<file path="config.mk">
export PLATFORM = sky130hd
export DESIGN_NAME = pc_unit_flat
export DESIGN_NICKNAME = d
export VERILOG_FILES = /design/src/rtl/pc_pkg.sv /design/src/rtl/pc_unit_if.sv /design/src/rtl/pc_ras.sv /design/src/rtl/pc_unit.sv /design/src/flat_wrapper.sv
export SDC_FILE = /design/constraint.sdc
export NUM_CORES = 1
export LEC_CHECK = 0
export BUFFER_PORTS_ARGS = -buffer_cell sky130_fd_sc_hd__buf_2
export CAP_MARGIN = 10
export CORE_MARGIN = 1.5
export CORE_UTILIZATION = 30
export DETAILED_ROUTE_END_ITERATION = 8
export GPL_TIMING_DRIVEN = 0
export MAX_ROUTING_LAYER = met4
export PLACE_DENSITY_LB_ADDON = 0.12
export SLEW_MARGIN = 20
export SYNTH_ARGS = -nofsm -noshare
export SYNTH_HDL_FRONTEND = slang
export SYNTH_SLANG_ARGS = --single-unit
</file>
<file path="constraint.sdc">
create_clock -name CLK -period 9.87 [get_ports CLK]
set_input_delay 1.974 -clock CLK [delete_from_list [all_inputs] [get_ports CLK]]
set_output_delay 1.974 -clock CLK [all_outputs]
set_load 0.005 [all_outputs]
</file>
<file path="src/rtl/pc_pkg.sv">
// Shared encodings and constants for the program-counter unit and its
// return-address stack.
package pc_pkg;

  typedef enum logic [1:0] {
    PC_SEQ = 2'b00,
    PC_BR  = 2'b01,
    PC_J   = 2'b10,
    PC_REG = 2'b11
  } pc_src_e;

  localparam int PC_INC = 4;

  // Counter width able to hold 0..depth inclusive.
  function automatic int ras_cnt_w(input int depth);
    return $clog2(depth + 1);
  endfunction

endpackage

</file>
<file path="src/rtl/pc_unit_if.sv">
// Control/status bundle between the fetch controller (master) and pc_unit (slave).
// No handshake: inputs are sampled on every rising edge where Stall=0.
interface pc_unit_if
  import pc_pkg::*;
#(
  parameter int WIDTH     = 32,
  parameter int RAS_DEPTH = 4
);
  localparam int CW = ras_cnt_w(RAS_DEPTH);

  logic             Stall;
  pc_src_e          PCSrc;
  logic             Take;
  logic [15:0]      Imm;
  logic [25:0]      Addr;
  logic [WIDTH-1:0] RegAddr;
  logic             Link;
  logic             Ret;

  logic [WIDTH-1:0] PCout;
  logic [WIDTH-1:0] PCin;
  logic [WIDTH-1:0] PCplus4;
  logic             RasFull;
  logic             RasEmpty;
  logic             AlignErr;
  logic [CW-1:0]    RasCount;

  modport master (
    output Stall, PCSrc, Take, Imm, Addr, RegAddr, Link, Ret,
    input  PCout, PCin, PCplus4, RasFull, RasEmpty, AlignErr, RasCount
  );

  modport slave (
    input  Stall, PCSrc, Take, Imm, Addr, RegAddr, Link, Ret,
    output PCout, PCin, PCplus4, RasFull, RasEmpty, AlignErr, RasCount
  );

endinterface

</file>
<file path="src/rtl/pc_ras.sv">
// Circular return-address stack: a push when full overwrites the oldest entry,
// and push+pop together replaces the top in place.
module pc_ras
  import pc_pkg::*;
#(
  parameter int WIDTH     = 32,
  parameter int RAS_DEPTH = 4
) (
  input  logic                           clk_i,
  input  logic                           rst_ni,
  input  logic                           push_i,
  input  logic                           pop_i,
  input  logic [WIDTH-1:0]               data_i,
  output logic [WIDTH-1:0]               top_o,
  output logic                           full_o,
  output logic                           empty_o,
  output logic [ras_cnt_w(RAS_DEPTH)-1:0] count_o
);
  localparam int PW = $clog2(RAS_DEPTH);
  localparam int CW = ras_cnt_w(RAS_DEPTH);
  localparam logic [CW-1:0] FULL_CNT = CW'(RAS_DEPTH);

  logic [WIDTH-1:0] mem_q [RAS_DEPTH];
  logic [PW-1:0]    top_q, top_d, wr_idx;
  logic [CW-1:0]    count_q, count_d;
  logic             wr_en;
  logic             pop_ok;

  assign empty_o = (count_q == '0);
  assign full_o  = (count_q == FULL_CNT);
  assign count_o = count_q;
  assign top_o   = mem_q[top_q];
  assign pop_ok  = pop_i && !empty_o;

  always_comb begin
    top_d   = top_q;
    count_d = count_q;
    wr_en   = 1'b0;
    wr_idx  = top_q;
    if (push_i && pop_ok) begin
      wr_en = 1'b1;
    end else if (push_i) begin
      top_d  = top_q + 1'b1;
      wr_idx = top_q + 1'b1;
      wr_en  = 1'b1;
      if (!full_o) count_d = count_q + 1'b1;
    end else if (pop_ok) begin
      top_d   = top_q - 1'b1;
      count_d = count_q - 1'b1;
    end
  end

  always_ff @(posedge clk_i) begin
    if (!rst_ni) begin
      top_q   <= '0;
      count_q <= '0;
    end else begin
      top_q   <= top_d;
      count_q <= count_d;
    end
  end

  // Entry contents are don't-care after reset, so the array carries no reset.
  always_ff @(posedge clk_i) begin
    if (rst_ni && wr_en) mem_q[wr_idx] <= data_i;
  end

endmodule

</file>
<file path="src/rtl/pc_unit.sv">
// Program counter with branch/jump/register target selection, alignment
// rejection and a return-address stack for call/return prediction.
module pc_unit
  import pc_pkg::*;
#(
  parameter int               WIDTH     = 32,
  parameter logic [WIDTH-1:0] RESET_VEC = '0,
  parameter int               RAS_DEPTH = 4
) (
  input  logic    CLK,
  input  logic    Reset,
  pc_unit_if.slave bus
);
  logic [WIDTH-1:0] pc_q, pc_d;
  logic             align_err_q, align_err_d;
  logic [WIDTH-1:0] pc_plus4;
  logic [WIDTH-1:0] br_off;
  logic [WIDTH-1:0] target;
  logic [WIDTH-1:0] ras_top;
  logic             ras_full, ras_empty;
  logic             link_ok, ret_ok, misaligned, accept;
  logic             ras_push, ras_pop;

  assign pc_plus4 = pc_q + WIDTH'(PC_INC);
  assign br_off   = {{(WIDTH-18){bus.Imm[15]}}, bus.Imm, 2'b00};
  assign link_ok  = bus.Link && (bus.PCSrc == PC_J || bus.PCSrc == PC_REG);
  assign ret_ok   = bus.Ret && (bus.PCSrc == PC_REG);

  always_comb begin
    target = pc_plus4;
    case (bus.PCSrc)
      PC_SEQ: target = pc_plus4;
      PC_BR:  target = bus.Take ? (pc_plus4 + br_off) : pc_plus4;
      PC_J:   target = {pc_plus4[WIDTH-1:28], bus.Addr, 2'b00};
      PC_REG: target = (ret_ok && !ras_empty) ? ras_top : bus.RegAddr;
      default: target = pc_plus4;
    endcase
  end

  // A misaligned or stalled cycle leaves the PC and the stack untouched.
  assign misaligned = (target[1:0] != 2'b00);
  assign accept     = !bus.Stall && !misaligned;
  assign ras_push   = accept && link_ok;
  assign ras_pop    = accept && ret_ok;

  always_comb begin
    pc_d        = accept ? target : pc_q;
    align_err_d = !bus.Stall && misaligned;
  end

  always_ff @(posedge CLK) begin
    if (!Reset) begin
      pc_q        <= RESET_VEC;
      align_err_q <= 1'b0;
    end else begin
      pc_q        <= pc_d;
      align_err_q <= align_err_d;
    end
  end

  pc_ras #(
    .WIDTH     (WIDTH),
    .RAS_DEPTH (RAS_DEPTH)
  ) u_ras (
    .clk_i   (CLK),
    .rst_ni  (Reset),
    .push_i  (ras_push),
    .pop_i   (ras_pop),
    .data_i  (pc_plus4),
    .top_o   (ras_top),
    .full_o  (ras_full),
    .empty_o (ras_empty),
    .count_o (bus.RasCount)
  );

  assign bus.PCout    = pc_q;
  assign bus.PCin     = pc_d;
  assign bus.PCplus4  = pc_plus4;
  assign bus.RasFull  = ras_full;
  assign bus.RasEmpty = ras_empty;
  assign bus.AlignErr = align_err_q;

endmodule

</file>
<file path="src/flat_wrapper.sv">
// flat-port wrapper written by rule: the top's interface ports become plain ports
module pc_unit_flat import pc_pkg::*;
#(
  parameter int               WIDTH     = 32,
  parameter logic [WIDTH-1:0] RESET_VEC = '0,
  parameter int               RAS_DEPTH = 4
)
  (CLK, Reset, bus_Stall, bus_PCSrc, bus_Take, bus_Imm, bus_Addr, bus_RegAddr, bus_Link, bus_Ret, bus_PCout, bus_PCin, bus_PCplus4, bus_RasFull, bus_RasEmpty, bus_AlignErr, bus_RasCount);
  pc_unit_if #(.WIDTH(WIDTH), .RAS_DEPTH(RAS_DEPTH)) bus_i ();
  input  logic CLK;
  input  logic Reset;
  input wire logic [$bits(bus_i.Stall)-1:0] bus_Stall;
  input wire logic [$bits(bus_i.PCSrc)-1:0] bus_PCSrc;
  input wire logic [$bits(bus_i.Take)-1:0] bus_Take;
  input wire logic [$bits(bus_i.Imm)-1:0] bus_Imm;
  input wire logic [$bits(bus_i.Addr)-1:0] bus_Addr;
  input wire logic [$bits(bus_i.RegAddr)-1:0] bus_RegAddr;
  input wire logic [$bits(bus_i.Link)-1:0] bus_Link;
  input wire logic [$bits(bus_i.Ret)-1:0] bus_Ret;
  output wire logic [$bits(bus_i.PCout)-1:0] bus_PCout;
  output wire logic [$bits(bus_i.PCin)-1:0] bus_PCin;
  output wire logic [$bits(bus_i.PCplus4)-1:0] bus_PCplus4;
  output wire logic [$bits(bus_i.RasFull)-1:0] bus_RasFull;
  output wire logic [$bits(bus_i.RasEmpty)-1:0] bus_RasEmpty;
  output wire logic [$bits(bus_i.AlignErr)-1:0] bus_AlignErr;
  output wire logic [$bits(bus_i.RasCount)-1:0] bus_RasCount;
  assign bus_i.Stall = bus_Stall;
  assign bus_i.PCSrc = bus_PCSrc;
  assign bus_i.Take = bus_Take;
  assign bus_i.Imm = bus_Imm;
  assign bus_i.Addr = bus_Addr;
  assign bus_i.RegAddr = bus_RegAddr;
  assign bus_i.Link = bus_Link;
  assign bus_i.Ret = bus_Ret;
  assign bus_PCout = bus_i.PCout;
  assign bus_PCin = bus_i.PCin;
  assign bus_PCplus4 = bus_i.PCplus4;
  assign bus_RasFull = bus_i.RasFull;
  assign bus_RasEmpty = bus_i.RasEmpty;
  assign bus_AlignErr = bus_i.AlignErr;
  assign bus_RasCount = bus_i.RasCount;
  pc_unit #(.WIDTH(WIDTH), .RESET_VEC(RESET_VEC), .RAS_DEPTH(RAS_DEPTH)) u_core (.CLK(CLK), .Reset(Reset), .bus(bus_i));
endmodule
</file>
* After elaboration in Yosys (flattened, before gate mapping)
Memories as Yosys holds them, arrays and structs flattened. A register that Yosys moved wholly into a read port is not among the register bits.
Cells that the tools add are included.
** Operators by class
- Muxes and demuxes :: 17
- Add/subtract/negate cells :: 6
- Reductions and logical operators :: 20
- Eq/ne operators :: 5
- Bitwise operators :: 1
** Operators by type and width (count)
- one-hot mux 32 bit (4 select lines) :: 1
- 2-to-1 mux 32 bit :: 3
- adder 32 x 3 -> 32 bit, second input constant :: 1
- adder 32 bit :: 1
- 2-to-1 mux 2 bit :: 6
- logical AND 1 bit :: 10
- 2-to-1 mux 3 bit :: 3
- equality test 2 bit, second input constant :: 2
- 2-to-1 mux 1 bit :: 4
- nonzero test 2 bit :: 2
- adder 3 x 1 -> 3 bit, second input constant :: 1
- equality test 3 bit, second input constant :: 1
- zero test 1 bit :: 3
- zero test 3 bit :: 1
- AND reduction 3 bit :: 1
- subtractor 3 x 1 -> 3 bit, second input constant :: 1
- adder 2 x 1 -> 2 bit, second input constant :: 1
- equality test 2 x 1 -> 1 bit, second input constant :: 1
- zero test 2 bit :: 1
- inequality test 2 bit, second input constant :: 1
- AND reduction 2 bit :: 1
- subtractor 2 x 1 -> 2 bit, second input constant :: 1
- logical OR 1 bit :: 1
- NOT 1 bit :: 1
** Word-level totals
- Input port bits :: 82
- Memories kept :: 1
- Word-level logic and storage cells :: 54
- Memory bits (writable) :: 128
- Register bits after elaboration :: 38
- Output and inout bits :: 102
** Memories
- u_core.u_ras.mem_q :: words 4, bits a word 32, rd ports 1, clocked after Yosys merged registers in 1, wr ports 1, line pc_ras.sv:23 : logic [WIDTH-1:0] mem_q [RAS_DEPTH];

* Logic depth before layout (Yosys ltp)
- Depth after elaboration :: 15
- Depth in mapped cells :: 17
- Mapped depth without buffers :: 14

* Modules after synthesis
A second synthesis with hierarchy kept.
** Unflattened totals
- Cell total of the unflattened synthesis :: 992
- Area total of the unflattened synthesis :: 10322.4 sq um
** Modules (own cells, without submodules)
- pc_unit :: times used 1, sequential area each 660.6 sq um, area each 5191.2 sq um, cells an instance 760
- pc_ras :: times used 1, sequential area each 3983.8 sq um, area each 5131.2 sq um, cells an instance 232

* Worst setup path before layout
No wires, ideal clock.
- Path type :: input to output
- From :: input bus_Imm[0]
- To :: output bus_PCin[26]
- Setup slack :: 3.805 ns
- Buffers on the path :: 0
- Required time :: 7.896 ns
- Data arrival time :: 4.091 ns
- Cell stages on the path :: 11
- Path through :: ha_1 -> inv_1 -> fa_1 -> nor2b_1 -> o31ai_1 -> a2111o_1 -> a21oi_1 -> nor2_1 -> o221a_2 -> o211a_1 -> nor2_1
** Between the ends
- Word-level cells in the longest chain between the ends :: 4
** RTL lines
- from (decl) :: line flat_wrapper.sv:15 : input wire logic [$bits(bus_i.Imm)-1:0] bus_Imm;
- adder 32 bit :: line pc_unit.sv:33 : PC_BR: target = bus.Take ? (pc_plus4 + br_off) : pc_plus4;
- 2-to-1 mux 32 bit :: line pc_unit.sv:33
- one-hot mux 32 bit (4 select lines) :: line pc_unit.sv:31 : case (bus.PCSrc)
- 2-to-1 mux 32 bit :: line pc_unit.sv:47 : pc_d = accept ? target : pc_q;
- to (decl) :: line flat_wrapper.sv:21 : output wire logic [$bits(bus_i.PCin)-1:0] bus_PCin;
Every way passes these cells.

* Worst setup path after layout
- From :: register u_core.pc_q[8] (netlist: u_core.bus.PCout[8])
- To :: output bus_PCin[31]
** Between the ends
- Word-level cells in the longest chain between the ends :: 5
** RTL lines
- from (decl) :: line pc_unit.sv:14 : logic [WIDTH-1:0] pc_q, pc_d;
- from (signal assigned) :: line pc_unit.sv:56 : pc_q <= pc_d;
- adder 32 x 3 -> 32 bit * :: line pc_unit.sv:24 : assign pc_plus4 = pc_q + WIDTH'(PC_INC);
- adder 32 bit :: line pc_unit.sv:33
- 2-to-1 mux 32 bit :: line pc_unit.sv:33
- one-hot mux 32 bit (4 select lines) * :: line pc_unit.sv:31
- 2-to-1 mux 32 bit * :: line pc_unit.sv:47
Every way passes the cells marked *; elsewhere a longest branch is shown, timed or not.

==> impl_metrics.toml <==
[sta]
setup_violations = 0
worst_slack_ps = 2180
finalCriticalPeriod_ps = 7690
grt_setup_unrepaired = "false"
slew_viol_final = 0
finalSetupTns_ps = 0
period_share_pct = 77.9
hold_viol = 0
fin_worst_skew_ps = 13.8
relSlewSlack_pct = 26.8
worstMarginPinSlew_ps = 1090
max_freq_ghz = 0.130

[clock_tree]
clk_pin_slew_ps = 80
cts_tree = "yes"
cts_hold_buf = 0
cts_resized = 0
ctsHtreeMaxLevel = 4
clock_sinks = 168
clk_latency_ps = 450
clk_path_buf_depth = 2
cts_root_buf = "clkbuf_16"
cts_buffers = 17
cts_setup_buffers = 0

[layout]
synthToLayoutAreaGrowth_pct = 22.1
final_area_mm2 = 0.0122
final_layout_size_suffix_gt1_share_pct = 23.9
final_nets = 1300
final_core_util_pct = 37.3
stdcell_count = 1633

[critical_path]
cp_max_fo = 10
cp_num_cells = 17
r2r-start = "u_core.bus.PCout[8]$_SDFF_PN0_"
path_cells = "buf_2 -> and4_1 -> nand4_2 -> or3_1 -> clkbuf_1 -> xnor2_1 -> ha_1 -> clkbuf_1 -> a21oi_1 -> o21ai_0 -> a221oi_1 -> nor2_1 -> a211oi_1 -> o41ai_1 -> and3_4 -> or3_1 -> buf_2"
startpoint_type = "flip-flop"
r2r_end = "u_core.bus.PCout[31]$_SDFF_PN0_"
critical_path_class = "flip-flop to primary output"
rr_worst_depth = 16
crit_path_top_delay_cell = "xnor2_1"
critPathMaxStageDelay_ps = 700
critPathTopFamily = "simple AND/OR/NAND/NOR gates"
crit_required_ps = 7900
cp-end-kind = "primary output"
cp_num_buf_inv = 4
ff2ff_setup_slack_ps = 4700
cp.arrival_ps = 5720

[place]
dp_hpwl_um = 31300
port_buffers = 181
routabilityCongestion = 0.945
place_inst = 1600
dp_slack_ps = 2600
dpl_cell_area_mm2 = 0.0116

[synthesis]
ys_ff_latch = 168
syn_nets = 1095
ys_async_sr_fraction_pct = 0
synth-edff-count = 128
synth_cells = 972
ys_seq_area_share_pct = 46.5
postSynthAreaPerCell_um2 = 10.3
synth_area_leader_cell = "edfxtp_1"
synthFlopType = "edfxtp_1"
synth_warnings = 0
synth_cell_types = 76
yosys-top-cells-area = "edfxtp_1 (38%), dfxtp_1 (8.0%), mux4_2 (7.0%)"
synth.cell_area_mm2 = 0.0100
yosys.cell_count.top_type = "edfxtp_1"
netlist_top_cells_count = "edfxtp_1 (128), nand2_1 (116), nor2_1 (79)"
synth_top_area_share_pct = 38.4

[floorplanning]
initial_utilization_pct = 30.6
die-height_um = 186
die_x_um = 186
num_io_pins = 184
num_rows = 66
core_mm2 = 0.0327
die_area_mm2 = 0.0344

[drt]
drc = 0
ant_nets = 0
drtIter0Drc = 718
vias = 8932
drt_first_pass_iters = 5
wirelength_um = 40900
via_per_inst = 5.47
wl_per_cell_um = 25.1

[pwr]
netSwitchingFraction_pct = 33.7
pwr-share-clk_pct = 36.0
power_frac_comb_pct = 22.1
ir_worst_vdd_mv = 0.122
sequentialPowerShare_pct = 41.9
powerDensity_mw_per_mm2 = 158
switchingPower_mw = 0.649
leakage_nw = 4.76
power.internal_mw = 1.28

[run_status]
outcome = "finished clean"

[worst_hold_path]
hp-class = "flip-flop to flip-flop"
worstHoldStart = "u_core.bus.PCout[0]$_SDFF_PN0_"
worstHoldPathCells = 0
hold_end = "u_core.u_ras.mem_q[0][0]$_DFFE_PP_"

[grt]
grt_remaining_overflow = 0
grt_antenna_before_repair = 0
gr-usage-all-layers_pct = 24.7
grt_pass1_vias = 8473
grt_max_degree = 20
grt_first_pass_wirelength_um = 58000

[run]
cap_violations = 0
[power groups by stage]
stage | combinational [mW] | clock, mW | sequential (mW)
after floorplan | 0.241 | 0 | 0.814
after global placement | 0.419 | 0 | 0.822
after detailed placement | 0.421 | 0 | 0.822
after CTS | 0.424 | 0.708 | 0.806
after global routing | 0.461 | 0.730 | 0.809
final | 0.427 | 0.693 | 0.807
[cells by family after synthesis]
kind of cell    after synthesis  synth area share [%]
xor+xnor                     49                  4.48
simple gates                341                  16.5
buf+inv                      83                  3.35
compound gates              253                  16.3
flops                       168                  46.5
fa+ha+maj                    41                  5.28
mux                          37                  7.58
[cell type report]
type | count | area (um2)
Antenna cell | 1 | 2.50
Buffer | 52 | 219
Clock buffer | 17 | 425
Clock inverter | 15 | 175
Fill cell | 3412 | 20500
Inverter | 31 | 116
Multi-Input combinational cell | 721 | 5060
Sequential cell | 168 | 4640
Tap cell | 442 | 553
Timing Repair Buffer | 186 | 1010
[worst max path at each step]
stage                                          end                           start  slack (ps)
2_1_floorplan                         bus_PCin[26]                      bus_Imm[0]        3810
3_3_place_gp   u_core.u_ras.mem_q[2][18]$_DFFE_PP_                    bus_PCSrc[0]        1230
3_5_place_dp                          bus_PCin[28]                    bus_PCSrc[0]        2600
4_1_cts                               bus_PCin[31]  u_core.bus.PCout[8]$_SDFF_PN0_        2190
5_1_grt                               bus_PCin[31]  u_core.bus.PCout[8]$_SDFF_PN0_        1790
6_report                              bus_PCin[31]  u_core.bus.PCout[8]$_SDFF_PN0_        2180
[state kept, by name, indices dropped and copies added (netlist names), named ones only]
name,count
u_core.u_ras.mem_q,128
u_core.bus.PCout,32
u_core.u_ras.count_o,3
u_core.u_ras.top_q,2
u_core.bus.AlignErr,1
[routing by layer]
| layer | vias up | wire length, um | global-route usage (%) |
|---|---|---|---|
| met3 | 56 | 2120 | 3.19 |
| met1 | 4455 | 18900 | 33.8 |
| li1 | 4082 | - | - |
| met5 | - | 0 | - |
| met4 | 0 | 1270 | 9.19 |
| met2 | 339 | 18700 | 37.3 |
[layout by cell type, fill, tap and decap left out, drive strengths merged, types with 5 or more instances in the layout]
cell type	instances
a211oi	10
a21o	9
a21oi	67
a22oi	7
a31oi	14
and2	28
and3	11
and4	5
buf	198
clkbuf	57
clkinv	7
dfxtp	40
edfxtp	128
ha	39
inv	38
mux2i	6
mux4	31
nand2	117
nand3	23
nand4	19
nor2	80
nor2b	5
nor3	18
nor4	9
o211ai	7
o21a	9
o21ai	61
o21bai	7
o22ai	8
o31ai	8
or3	10
xnor2	32
xor2	17
[per-stage QoR]
step | hold slack (ps) | power [mW]
3_5_place_dp | 590 | 1.24
6_report | 605 | 1.93
2_1_floorplan | 538 | 1.06
3_3_place_gp | 594 | 1.24
4_1_cts | 600 | 1.94
5_1_grt | 617 | 2.00
No activity file was read; power rests on OpenSTA's default activity.
